===== src/rtl/serial_word_collector_pkg.sv =====
// serial_word_collector_pkg: shared constants, FSM state type and comma-search helper
package serial_word_collector_pkg;
  localparam logic [2:0] COMMA_CODE = 3'b101;
  localparam int WORD_SIZE_DEF = 16;
  localparam int INDEX_SIZE_DEF = 4;
  typedef enum logic [1:0] {
    SWC_IDLE  = 2'd0,
    SWC_SETUP = 2'd1,
    SWC_PULSE = 2'd2
  } swc_state_t;
  // Position of the most significant bit of the highest 3'b101 match, 0 when none
  function automatic logic [INDEX_SIZE_DEF-1:0] comma_index(input logic [WORD_SIZE_DEF-1:0] w);
    logic [INDEX_SIZE_DEF-1:0] idx;
    idx = '0;
    for (int i = 2; i < WORD_SIZE_DEF; i++)
      if (w[i -: 3] == COMMA_CODE) idx = INDEX_SIZE_DEF'(i);
    return idx;
  endfunction
endpackage


===== src/rtl/serial_word_collector_trigger_pulse_gen.sv =====
// serial_word_collector_trigger_pulse_gen: setup cycle then fixed-width trigger pulse per word
module serial_word_collector_trigger_pulse_gen
  import serial_word_collector_pkg::*;
#(
  parameter int TRIG_HIGH = 4
) (
  input  logic clock,
  input  logic reset,
  input  logic start,
  output logic trigger,
  output logic busy
);
  localparam int PW = $clog2(TRIG_HIGH + 1);
  swc_state_t state;
  logic [PW-1:0] pulse_cnt;
  assign busy = state != SWC_IDLE;
  // Presentation FSM: one low SETUP cycle, then TRIG_HIGH cycles of registered trigger
  always_ff @(posedge clock or posedge reset)
    if (reset) begin
      state <= SWC_IDLE;
      pulse_cnt <= '0;
      trigger <= 1'b0;
    end else begin
      case (state)
        SWC_IDLE: if (start) state <= SWC_SETUP;
        SWC_SETUP: begin
          state <= SWC_PULSE;
          pulse_cnt <= '0;
          trigger <= 1'b1;
        end
        SWC_PULSE:
          if (pulse_cnt == PW'(TRIG_HIGH - 1)) begin
            state <= SWC_IDLE;
            trigger <= 1'b0;
          end else pulse_cnt <= pulse_cnt + PW'(1);
        default: begin
          state <= SWC_IDLE;
          trigger <= 1'b0;
        end
      endcase
    end
endmodule


===== src/rtl/serial_word_collector.sv =====
// serial_word_collector: MSB-first serial-to-word assembly with triggered word presentation
module serial_word_collector
  import serial_word_collector_pkg::*;
#(
  parameter int WORD_SIZE = 16,
  parameter int COUNT_SIZE = 5,
  parameter int TRIG_HIGH = 4
) (
  input  logic                  clock,
  input  logic                  reset,
  input  logic                  bit_in,
  input  logic                  bit_valid,
  input  logic                  bit_clear,
  output logic [WORD_SIZE-1:0]  word_out,
  output logic                  trigger,
  output logic [COUNT_SIZE-1:0] bit_count,
  output logic                  overrun
);
  logic [WORD_SIZE-1:0] shift_reg;
  logic [WORD_SIZE-1:0] next_word;
  logic word_done;
  logic busy;
  assign next_word = {shift_reg[WORD_SIZE-2:0], bit_in};
  assign word_done = bit_valid && !bit_clear && bit_count == COUNT_SIZE'(WORD_SIZE - 1);
  // Assembly keeps running while a word presents; a word finishing mid-presentation is dropped
  always_ff @(posedge clock or posedge reset)
    if (reset) begin
      shift_reg <= '0;
      bit_count <= '0;
      word_out <= '0;
      overrun <= 1'b0;
    end else begin
      if (bit_clear) begin
        shift_reg <= '0;
        bit_count <= '0;
      end else if (bit_valid) begin
        shift_reg <= next_word;
        bit_count <= word_done ? '0 : bit_count + COUNT_SIZE'(1);
      end
      if (word_done && !busy) word_out <= next_word;
      if (word_done && busy) overrun <= 1'b1;
    end
  serial_word_collector_trigger_pulse_gen #(.TRIG_HIGH(TRIG_HIGH)) u_pulse (
    .clock  (clock),
    .reset  (reset),
    .start  (word_done && !busy),
    .trigger(trigger),
    .busy   (busy)
  );
endmodule


===== config.mk =====
export PLATFORM = sky130hd
export DESIGN_NAME = serial_word_collector
export DESIGN_NICKNAME = d
export VERILOG_FILES = /design/src/rtl/serial_word_collector_pkg.sv /design/src/rtl/serial_word_collector_trigger_pulse_gen.sv /design/src/rtl/serial_word_collector.sv
export SDC_FILE = /design/constraint.sdc
export NUM_CORES = 1
export LEC_CHECK = 0
export BUFFER_PORTS_ARGS = -buffer_cell sky130_fd_sc_hd__buf_4
export CAP_MARGIN = 20
export CORE_ASPECT_RATIO = 1.4
export CORE_MARGIN = 2
export CORE_UTILIZATION = 50
export CTS_CLUSTER_SIZE = 8
export DETAILED_ROUTE_END_ITERATION = 12
export PLACE_DENSITY = 0.72
export SYNTH_ARGS = -nofsm -noshare
export SYNTH_HDL_FRONTEND = slang
export SYNTH_SLANG_ARGS = --single-unit

===== constraint.sdc =====
create_clock -name clock -period 3.35 [get_ports clock]
set_input_delay 0.5025 -clock clock [delete_from_list [all_inputs] [get_ports clock]]
set_output_delay 0.5025 -clock clock [all_outputs]
set_load 0.01 [all_outputs]

# --- Word level (Yosys, flattened, before mapping) ---
# Cells that the tools add are included.
word_totals:
  ff_bits: 43
  input_bits: 5
  word_cells: 42
op_classes:
  n_addsub: 2
  n_eq_ne: 7
  mux: 12
  n_bitwise: 1
  reduce_logical: 13
ops:
  columns: ["cell", "count"]
  rows:
  - ["$mux 15", 2]
  - ["$mux 5", 3]
  - ["$pmux 2 s3", 1]
  - ["$pmux 3 s2", 1]
  - ["$reduce_and 2->1", 3]
  - ["$reduce_bool 2->1", 3]
  - ["$add 5x1->5 const B", 1]
  - ["$eq 5x4->1 const B", 1]
  - ["$logic_and 1x1->1", 4]
  - ["$mux 2", 2]
  - ["$ne 2x1->1 const B", 2]
  - ["$add 3x1->3 const B", 1]
  - ["$eq 3x2->1 const B", 1]
  - ["$mux 3", 1]
  - ["$pmux 1 s3", 1]
  - ["$eq 2x1->1 const B", 1]
  - ["$eq 2x2->1 const B", 1]
  - ["$logic_not 1->1", 2]
  - ["$logic_not 2->1", 1]
  - ["$ne 2x2->1 const B", 1]
  - ["$mux 1", 1]
  - ["$not 1->1", 1]

# --- Depth between registers and ports, before layout ---
depth:
  word_depth: 6
  ltp_mapped: 5
  ltp_nobuf: 5

# --- Modules after synthesis ---
# Synthesis repeated with hierarchy kept, for this count alone.
hier_totals:
  cells_unflattened: 144
  area_unflattened_um2: 1878.1
by_module_without_submodules:
  columns: ["module", "instances", "cells_each", "area_per_inst_um2"]
  rows:
  - ["serial_word_collector", 1, 115, 1557.7]
  - ["serial_word_collector_trigger_pulse_gen", 1, 29, 320.3]

# --- Least setup slack after synthesis ---
# No wires, ideal clock.
synth_path:
  path_kind: "reg2reg"
  start: "register bit_count[0]"
  end: "register word_out[0]"
  setup_time_ns: 0.125
  arrival_time_ns: 1.454
  required_time_ns: 3.225
  slack_ns: 1.771
  stages_incl_launch_ff: 6
  n_path_buf: 1
  synth_period_minus_slack_ns: 1.579
  path_cell_list: "dfrtp_1 -> ha_1 -> and4b_4 -> nand3_4 -> buf_6 -> mux2_4"
synth_between:
  elab_chain_len: 3
synth_rtl:
  columns: ["item", "line_no", "rtl"]
  rows:
  - ["start: declaration", "serial_word_collector.sv:16", "output logic [COUNT_SIZE-1:0] bit_count,"]
  - ["start signal: assignment", "serial_word_collector.sv:38", "bit_count <= word_done ? '0 : bit_count + COUNT_SIZE'(1);"]
  - ["$eq 5x4->1", "serial_word_collector.sv:24", "assign word_done = bit_valid && !bit_clear && bit_count == COUNT_SIZE'(WORD_SIZE - 1);"]
  - ["$logic_and 1x1->1", "serial_word_collector.sv:24", null]
  - ["$logic_and 1x1->1", "serial_word_collector.sv:40", "if (word_done && !busy) word_out <= next_word;"]
  - ["end signal: assignment", "serial_word_collector.sv:40", null]
  - ["end: declaration", "serial_word_collector.sv:14", "output logic [WORD_SIZE-1:0] word_out,"]
# No other way between the ends.
# A chain may end at the register's enable or synchronous reset.

# --- Final worst setup path ---
layout_path:
  start: "register bit_count[0]"
  end: "register word_out[5]"
# The elaborated chain is that of the path after synthesis.

==> metrics.md <==
| Metric | Value |
|---|---|
| Placed cell count | 205 |
| Slew Viols, Final | 0 |
| Post-DP Area | 2050 um^2 |
| Number of flip-flops in the largest register | 16 |
| TritonCTS clock tree | yes |
| Final worst slack | 1.68 ns |
| Sequential power share | 57.0% |
| Die Y | 75.5 um |
| DRC | 0 |
| Vias in the first global route | 1,166 |
| Sw frac | 21.5% |
| Number of buffers added for setup after CTS | 0 |
| Commonest non-fill, non-tap cell in the layout | dfrtp_1 |
| Finished Layout Cells | 213 |
| Ant. Diodes | 0 |
| CTS buffer count | 5 |
| Slew at the pin closest to its max-slew limit | 0.867 ns |
| Final core utilization | 60.1% |
| Via density | 5.25 |
| Fin crit period | 1.67 ns |
| Core Area | 3580 um^2 |
| Setup Skew | 0.00484 ns |
| Fill cells | 280 |
| Area Growth Syn to Fin | 17.9% |
| VDD IR max | 0.320 mV |
| Commonest non-fill, non-tap cells in the layout | dfrtp_1 (43), buf_4 (28), nor2_1 (21) |
| Sequential element share of the synthesized area | 59.0% |
| Die area | 4150 um^2 |
| Power Density | 429 nW/um^2 |
| CTS Hold Bufs | 0 |
| Worst-path maximum fanout | 17 |
| Nets | 178 |
| Pleak | 0.00115 uW |
| Internal Power | 724 uW |
| Root Driver | clkbuf_8 |
| Worst Path Buf+Inv | 0 |
| Clock net sink count | 43 |
| CTS H-tree depth | 2 |
| Fin. Hold Viols | 0 |
| Synth area leaders | dfrtp_1 (59%), mux2i_1 (8.2%), mux2_4 (7.4%) |
| Setup_tns | 0 ns |
| Hold Path Class | in2async |
| First-pass GRT wire length | 5190 um |
| Pre-CTS WS | 1.53 ns |
| Via Count | 1,119 |
| Initial antenna violation count | 0 |
| Layout cells sized above 1 | 32.2% |
| Netlist cell types | 25 |
| Synth Instances | 140 |
| # IOs | 28 |
| Initial DRC Count | 5 |
| Worst path top cell family by delay | simple AND/OR/NAND/NOR gates |
| CP startpoint kind | register |
| WP data required | 3.54 ns |
| Setup Crit Path Kind | reg2reg |
| Clock power share | 38.8% |
| Syn nets | 148 |
| Detail Placement HPWL | 2220 um |
| Antenna-violating nets left | 0 |
| Slew Limit Headroom | 42.2% |
| #FFs+latches synth | 43 |
| Post-route cell area | 2150 um^2 |
| Synth top area share | 59.0% |
| Port buffer count | 27 |
| Yosys top cell by area | dfrtp_1 |
| Largest net degree at the start of global routing | 25 |
| Clk pin slew, worst setup/hold paths | 0.08 ns |
| Clock buffer depth | 2 |
| Crit-path max cell delay | 0.42 ns |
| Gpl congestion | 0.763 |
| Fmax | 600 MHz |
| Status | complete, no violations |
| WL per Instance | 15.0 um |
| Synthesized area per cell | 13.0 um^2 |
| Global route total overflow | 0 |
| Max_cap viols | 0 |
| NetSw | 199 uW |
| Crit path cell chain | ha_1 > and4b_4 > nand3_4 > mux2_4 |
| Slowest-stage cell, CP | dfrtp_1 |
| WP data arrival | 1.85 ns |
| Comb power frac | 4.2% |
| Cell Area, Synth | 1820 um^2 |
| Setup-failing EPs final | 0 |
| Post-cts sizing count | 0 |
| RSZ-0062 raised after global routing | false |
| Std cell rows | 26 |
| Routed wire length | 3200 um |
| GRT Total Usage | 18.3% |
| Worst-skew pair later-pin latency | 0.30 ns |
| Initial Util | 51.0% |
| DR pass1 iterations | 3 |
| Warnings from Yosys | 0 |
| Tcrit/Tclk final | 49.8% |
| CP endpoint kind | register |
| Die Wd | 55.1 um |
[power groups by stage]
| stage | Clock [uW] | Sequential (uW) | Combinational (uW) |
|---|---|---|---|
| after floorplan | 0 | 536 | 27.3 |
| after global placement | 0 | 536 | 38.7 |
| after detailed placement | 0 | 536 | 40.3 |
| after CTS | 364 | 526 | 40.5 |
| after global routing | 386 | 527 | 44.5 |
| final | 358 | 526 | 39.1 |
[cell families after synthesis]
logic type                 after synthesis  synth area share [%]
DFF                                     43                  59.0
muxes                                   32                  20.6
buffers and inverters                   10                  3.02
AOI/OAI and AO/OA                       11                  3.50
and+or+nand+nor                         39                  10.9
adders and majority gates                3                  2.06
xor gates and xnor gates                 2                 0.960
[per-layer routing]
layer	share of wire, %	global-route usage (%)	vias up
met5	0	0	-
met4	2.8	12.7	0
met3	3.7	4.71	8
met2	52	28.3	22
met1	41	21.9	556
li1	-	-	533
[worst paths after layout]
check	startpoint	depth (start not counted)	slack, ns	endpoint
max in group asynchronous	reset	3	2.18	word_out[10]
worst min register to register	overrun	1	0.50	overrun
worst max register to register	bit_count[0]	4	1.68	word_out[5]
worst min-delay path	reset	2	0.38	word_out[7]
min in group clock	bit_in	2	0.44	word_out[0]
worst max-delay path	bit_count[0]	4	1.68	word_out[5]
[final cells by class]
class	count	area (um^2)	share of cell area [%]
clock buffer	8	100	4.65
sequential	43	1080	50.0
inverter	5	18.8	0.873
multi-input combinational	87	693	32.2
tap	42	52.6	2.44
timing repair buffer	28	210	9.77
[synthesized netlist by cell type (all sizes together)]
cell,number
dfrtp,43
nor2,21
mux2,17
mux2i,15
nand2,9
o21ai,6
inv,5
buf,4
ha,3
a21oi,2
nand3,2
nor3b,2
xor2,2
a2bb2oi,1
and3b,1
and4b,1
clkbuf,1
nand2b,1
nand4,1
nor2b,1
o21a,1
o21bai,1
[stage by stage]
stage               hold slack (ns)  total power (uW)
CTS                           0.418               931
global placement              0.473               575
finish                        0.384               923
floorplan                     0.471               564
detailed placement            0.480               577
global route                  0.448               957
Note: power is estimated with default switching activity, not from simulation.
